File: src/rtl/hamming_secded_pipe.sv
`default_nettype none
// ============================================================================
//  Module      : hamming_secded_pipe
//  Description : Two-stage pipelined Hamming SEC-DED decoder with a
//                valid/ready stream interface and saturating statistics
//                counters for corrected and uncorrectable words.
//  Revision    : 1.0 - initial release
// ============================================================================
module hamming_secded_pipe #(
    parameter int  DATA_W = 8,
    parameter int  CNT_W  = 16,
    // Smallest P with 2^P >= DATA_W+P+1; the answer is always clog2(DATA_W+1)
    // or one more than that.
    localparam int PAR_W  = ((2 ** $clog2(DATA_W + 1)) >= (DATA_W + $clog2(DATA_W + 1) + 1))
                            ? $clog2(DATA_W + 1) : $clog2(DATA_W + 1) + 1,
    localparam int N      = DATA_W + PAR_W,
    localparam int CODE_W = N + 1
) (
    input  logic              clk,
    input  logic              rst,
    input  logic              in_valid,
    output logic              in_ready,
    input  logic [CODE_W-1:0] in_code,
    output logic              out_valid,
    input  logic              out_ready,
    output logic [DATA_W-1:0] out_data,
    output logic [1:0]        out_status,
    output logic [PAR_W-1:0]  out_err_pos,
    input  logic              cnt_clear,
    output logic [CNT_W-1:0]  cnt_corr,
    output logic [CNT_W-1:0]  cnt_uncorr
);

    localparam logic [1:0]       ST_CLEAN  = 2'b00;
    localparam logic [1:0]       ST_CORR   = 2'b01;
    localparam logic [1:0]       ST_PAR    = 2'b10;
    localparam logic [1:0]       ST_UNCORR = 2'b11;
    localparam logic [PAR_W-1:0] N_P       = PAR_W'(N);
    localparam logic [CNT_W-1:0] CNT_MAX   = '1;

    // Data bits live at the non-power-of-two positions, lowest position at MSB.
    // Position p sits at code bit CODE_W-p.
    function automatic logic [DATA_W-1:0] extract_data(input logic [CODE_W-1:0] code);
        logic [DATA_W-1:0] d;
        int                k;
        d = '0;
        k = 0;
        for (int p = 1; p <= N; p++) begin
            if ((p & (p - 1)) != 0) begin
                d[DATA_W-1-k] = code[CODE_W-p];
                k++;
            end
        end
        return d;
    endfunction

    logic              s1_valid_q;
    logic [CODE_W-1:0] s1_code_q;
    logic [PAR_W-1:0]  s1_syn_q;
    logic              s1_par_q;
    logic [PAR_W-1:0]  syn_d;
    logic              par_d;

    logic              s1_adv;
    logic              s2_adv;
    logic              out_hs;

    logic              out_valid_q;
    logic [DATA_W-1:0] out_data_q;
    logic [DATA_W-1:0] out_data_d;
    logic [1:0]        out_status_q;
    logic [1:0]        out_status_d;
    logic [PAR_W-1:0]  out_err_pos_q;
    logic [PAR_W-1:0]  out_err_pos_d;
    logic [CODE_W-1:0] fixed_code;

    logic [CNT_W-1:0]  cnt_corr_q;
    logic [CNT_W-1:0]  cnt_corr_d;
    logic [CNT_W-1:0]  cnt_uncorr_q;
    logic [CNT_W-1:0]  cnt_uncorr_d;

    // Output stage frees when empty or being drained; stage 1 frees when it can move on.
    assign s2_adv   = !out_valid_q || out_ready;
    assign s1_adv   = !s1_valid_q || s2_adv;
    assign in_ready = s1_adv;
    assign out_hs   = out_valid_q && out_ready;

    // Syndrome = XOR of indices of set positions; overall parity over the whole word.
    always_comb begin
        syn_d = '0;
        for (int p = 1; p <= N; p++) begin
            if (in_code[CODE_W-p]) begin
                syn_d = syn_d ^ PAR_W'(p);
            end
        end
        par_d = ^in_code;
    end

    // Stage 1 register: capture the codeword with its syndrome and parity.
    always_ff @(posedge clk or posedge rst) begin
        if (rst) begin
            s1_valid_q <= 1'b0;
            s1_code_q  <= '0;
            s1_syn_q   <= '0;
            s1_par_q   <= 1'b0;
        end else if (s1_adv) begin
            s1_valid_q <= in_valid;
            if (in_valid) begin
                s1_code_q <= in_code;
                s1_syn_q  <= syn_d;
                s1_par_q  <= par_d;
            end
        end
    end

    // Classify the error pattern and flip the faulty position for single errors.
    always_comb begin
        fixed_code    = s1_code_q;
        out_status_d  = ST_CLEAN;
        out_err_pos_d = '0;
        if (s1_par_q) begin
            if (s1_syn_q == '0) begin
                out_status_d = ST_PAR;
            end else if (s1_syn_q <= N_P) begin
                out_status_d  = ST_CORR;
                out_err_pos_d = s1_syn_q;
                for (int p = 1; p <= N; p++) begin
                    if (s1_syn_q == PAR_W'(p)) begin
                        fixed_code[CODE_W-p] = ~s1_code_q[CODE_W-p];
                    end
                end
            end else begin
                // Odd parity with a syndrome beyond the word: at least three bits bad.
                out_status_d = ST_UNCORR;
            end
        end else if (s1_syn_q != '0) begin
            out_status_d = ST_UNCORR;
        end
        out_data_d = extract_data(fixed_code);
    end

    // Output register: loads on advance, holds its word while the consumer stalls.
    always_ff @(posedge clk or posedge rst) begin
        if (rst) begin
            out_valid_q   <= 1'b0;
            out_data_q    <= '0;
            out_status_q  <= ST_CLEAN;
            out_err_pos_q <= '0;
        end else if (s2_adv) begin
            out_valid_q <= s1_valid_q;
            if (s1_valid_q) begin
                out_data_q    <= out_data_d;
                out_status_q  <= out_status_d;
                out_err_pos_q <= out_err_pos_d;
            end
        end
    end

    // Counter next state: clear wins, otherwise count delivered words and saturate.
    always_comb begin
        cnt_corr_d   = cnt_corr_q;
        cnt_uncorr_d = cnt_uncorr_q;
        if (cnt_clear) begin
            cnt_corr_d   = '0;
            cnt_uncorr_d = '0;
        end else if (out_hs) begin
            if ((out_status_q == ST_CORR || out_status_q == ST_PAR) && cnt_corr_q != CNT_MAX) begin
                cnt_corr_d = cnt_corr_q + CNT_W'(1);
            end
            if (out_status_q == ST_UNCORR && cnt_uncorr_q != CNT_MAX) begin
                cnt_uncorr_d = cnt_uncorr_q + CNT_W'(1);
            end
        end
    end

    // Statistics counter registers.
    always_ff @(posedge clk or posedge rst) begin
        if (rst) begin
            cnt_corr_q   <= '0;
            cnt_uncorr_q <= '0;
        end else begin
            cnt_corr_q   <= cnt_corr_d;
            cnt_uncorr_q <= cnt_uncorr_d;
        end
    end

    assign out_valid   = out_valid_q;
    assign out_data    = out_data_q;
    assign out_status  = out_status_q;
    assign out_err_pos = out_err_pos_q;
    assign cnt_corr    = cnt_corr_q;
    assign cnt_uncorr  = cnt_uncorr_q;

endmodule
`default_nettype wire

File: config.mk
export PLATFORM = sky130hd
export DESIGN_NAME = hamming_secded_pipe
export DESIGN_NICKNAME = d
export VERILOG_FILES = /design/src/rtl/hamming_secded_pipe.sv
export SDC_FILE = /design/constraint.sdc
export NUM_CORES = 1
export LEC_CHECK = 0
export ABC_AREA = 1
export CAP_MARGIN = 5
export CORE_MARGIN = 2
export CORE_UTILIZATION = 55
export DETAILED_ROUTE_END_ITERATION = 6
export DONT_BUFFER_PORTS = 1
export HOLD_SLACK_MARGIN = 0.12
export PLACE_DENSITY_LB_ADDON = 0.15
export SLEW_MARGIN = 10
export SYNTH_ARGS = -nofsm -noshare
export SYNTH_HDL_FRONTEND = slang
export SYNTH_SLANG_ARGS = --single-unit
File: constraint.sdc
create_clock -name clk -period 4.7 [get_ports clk]
set_input_delay 0.94 -clock clk [delete_from_list [all_inputs] [get_ports clk]]
set_output_delay 0.94 -clock clk [all_outputs]
set_load 0.02 [all_outputs]
* Word level (Yosys, flattened, before mapping) *
Index checks and enable logic that the tools add are counted.

word-level totals
  bits in registers = 66
  input bits = 18
  word-level logic and storage cells = 105
  output and inout bits = 48

operators by class
  mux-type cells = 38
  $lt $le $gt $ge = 1
  bitwise operators = 21
  add/subtract/negate cells = 2
  equality and inequality tests = 15
  reductions and logical operators = 18

operators with widths
  kind                   count
  $mux 16                6
  $add 16x1->16 const B  2
  $mux 4                 8
  $ne 16x16->1 const B   2
  $mux 10                3
  $eq 4x4->1 const B     5
  $eq 4x3->1 const B     4
  $reduce_xor 13->1      1
  $mux 2                 6
  $mux 3                 4
  $not 2->2              6
  $mux 1                 11
  $not 1->1              10
  $reduce_and 2->1       4
  $not 3->3              2
  $reduce_bool 2->1      3
  $eq 2x2->1 const B     2
  $eq 4x2->1 const B     1
  $le 4x4->1 const B     1
  $logic_not 4->1        1
  $reduce_bool 4->1      1
  $logic_and 1x1->1      3
  $logic_or 1x1->1       3
  $not 1->1 const A      3
  other kinds (2)        3

* Longest topological paths before layout *
  word-level depth = 20
  gate-level depth with buffers = 11
  mapped depth without buffers = 11

* Least setup slack after synthesis *
Ideal clock, no wire load.

  path type = input to output
  from = input out_ready
  to = output in_ready
  arrival = 1.207 ns
  stages on the path = 2
  required time = 3.760 ns
  slack = 2.553 ns
  path buffers = 0
  path through = inv_1 > nand3_1

between the ends
  longest elaborated chain between the ends = 2

ends and longest elaborated chain
  item              RTL line  source
  from (decl)       25        input logic out_ready,
  $logic_or 1x1->1  83        assign s2_adv = !out_valid_q || out_ready;
  $logic_or 1x1->1  84        assign s1_adv = !s1_valid_q || s2_adv;
  to (decl)         22        output logic in_ready,

No other way between the ends.

* Final worst setup path *
Ends and elaborated chain as after synthesis.

==> out/results.ini <==
[cells_and_area]
n_antenna_cell=0
n_fill_cell=586
fin_area_mm2=0.00393
final_cell_mix=168 x nand2_1, 64 x nand3_1, 61 x dfrtp_1, 48 x nor2_1, 43 x inv_1
final_nets=527
syn_to_final_growth_pct=7.24
layout_commonest_cell=nand2_1
drive_gt1_frac=0.0665

[setup_path]
r2r_setup_slack_ns=2.66
slowest_delay_ns=0.28
setup.worst_path.class=primary input to output pin
crit_buf_inv=1
cpMaxStageDelayCell=nand3_1
path_cells=inv_1 -> nand3_1
end_kind=output pin
cp-start-kind=primary input
timing.critical_path.arrival_ns=1.27
crit_fanout=3
required_ns=3.76
path_delay_family=simple AND/OR/NAND/NOR gates

[clock_network]
clock_latency_ns=0.34
cts.sinks=61
cts_setup_buffers=0
cts_root_buf=clkbuf_8
cts_resized=0
clockBufferDepth=2
cts_tree=done
h-tree-depth=3
cts_hold_buf=0
numCtsBuffers=9
cts.clk_slew.worst_paths_ns=0.06

[synth]
synth_fp_nets=524
synth_cells=503
yosysTopAreaCellShare=0.417
synthTopCellsByArea=dfrtp_1 42%, nand2_1 17%, nand3_1 8.7%
netlist_area_mm2=0.00366
synth_area_leader_cell=dfrtp_1
syn_avg_cell_area_um2=7.28
ys_warn_count=0
ys_seq_area_frac=0.417
synth_cell_types=30
ys_seq_elements=61

[timing]
maxSlewViolCount=0
period_needed_ns=2.21
rsz0062_at_grt=no
slew-limit-headroom=0.543
finClkSkew_ns=0.00707
fmax_mhz=453
finalSetupTns_ns=0
setup_viol=0
final.period_utilization=0.470
hold_viol_final=0
worst_slew_pin_slew_ns=0.683

[placed_design]
io_buffers=0
placed_area_mm2=0.00372
place.gp.congestion=0.851
dpl.hpwl_mm=6.02

[pwr]
leakage_nw=1.90
power_density_mw_per_mm2=363
vdd_ir_drop_max_v=0.000169

[floorplan]
core-area_mm2=0.00639
start_util=0.574
fp-row-count=29
io_pins=66
die_x_um=85.6
fp.dieH_um=85.6
fp.dieArea_mm2=0.00733

[route]
route.detailed.drc=0
drt_first_iter_violations=169
totalWireLength_mm=8.09
wl_per_cell_um=13.8
viasPerCell=5.35
vias=3143
first_pass_iters=5
final_antenna_net_count=0

[global_route]
grt_util_all_layers=0.232
grt_overflow=0
antenna_found_initial=0
grt_pass1_vias=2895
grt_pass1_wl_mm=13.6
grt_max_degree=44

[outcome]
status=finished, final reports clean

[flow_run]
cap_violations=0

[worst_hold_path]
min_path_type=flop to flop

-- routing by layer --
| metal | track usage | vias up | routed length [um] |
|---|---|---|---|
| met1 | 0.297 | 1443 | 3580 |
| met5 | 0 | - | 0 |
| met4 | 0.0736 | 0 | 40 |
| met2 | 0.377 | 80 | 3880 |
| li1 | - | 1616 | - |
| met3 | 0.0741 | 4 | 587 |
-- worst paths after layout --
path                               start       endpoint  depth (start not counted)
max                            out_ready       in_ready                          2
min                         s1_code_q[3]   s1_code_q[3]                          2
max reg2reg                cnt_uncorr[0]  cnt_uncorr[4]                         10
min reg2reg                 s1_code_q[3]   s1_code_q[3]                          2
max in group asynchronous            rst   s1_code_q[3]                          2
min in group asynchronous            rst   cnt_corr[11]                          1
-- area by class of cell --
type / count / area (um^2) / share of cell area
inverter: 48 / 183 / 0.0465
tap: 77 / 96.3 / 0.0245
sequential: 61 / 1530 / 0.389
clock inverter: 3 / 42.5 / 0.0108
clock buffer: 13 / 169 / 0.0430
multi-input combinational: 384 / 1900 / 0.483
timing repair buffer: 2 / 15.0 / 0.00382
-- power by group --
| part | switching, W | internal (W) |
|---|---|---|
| logic | 0.000148 | 0.0000758 |
| clock network | 0.000200 | 0.000288 |
| registers | 0.000125 | 0.000590 |
| total | 0.000473 | 0.000953 |
-- flip-flops by register name (all words and copies together), names as in the netlist --
register     cells
s1_code_q        8
out_valid        1
out_status       2
cnt_corr        16
out_err_pos      4
cnt_uncorr      16
s1_syn_q         4
s1_par_q         1
s1_valid_q       1
out_data         8
-- cells in the mapped netlist, drive strengths merged --
cell type  number
nand4           4
a32o            4
nor4            1
nor3            1
nor3b           1
dfrtp          61
buf             4
clkinv          2
mux2            1
o221ai          1
or2             1
xor2           21
nand2         174
nor2           52
inv            46
a21oi           3
ha              3
o21ai          30
nand3          65
nand3b          9
xnor2          13
clkbuf          6
-- stage by stage --
step / utilization / setup slack (ns) / instances / total power, W / hold slack [ns]
finish: 0.615 / 2.49 / 588 / 0.00143 / 0.509
global route: 0.615 / 2.42 / 588 / 0.00151 / 0.536
CTS: 0.615 / 2.49 / 588 / 0.00144 / 0.510
detailed placement: 0.582 / 2.32 / 572 / 0.000950 / 0.494
global placement: 0.582 / 2.36 / 572 / 0.000945 / 0.485
floorplan: - / 2.25 / 503 / 0.000892 / 0.468
-- kinds of logic (layout without fill, tap and decap cells) --
family	count (synthesis)	after routing	share of synthesized area
adders and majority gates	3	3	0.0102
buffers and inverters	58	66	0.0656
AOI/OAI and AO/OA	38	38	0.0584
and+or+nand+nor	308	308	0.365
DFF	61	61	0.417
muxes	1	1	0.00307
xor gates and xnor gates	34	34	0.0813
(Power assumes the default switching activity.)
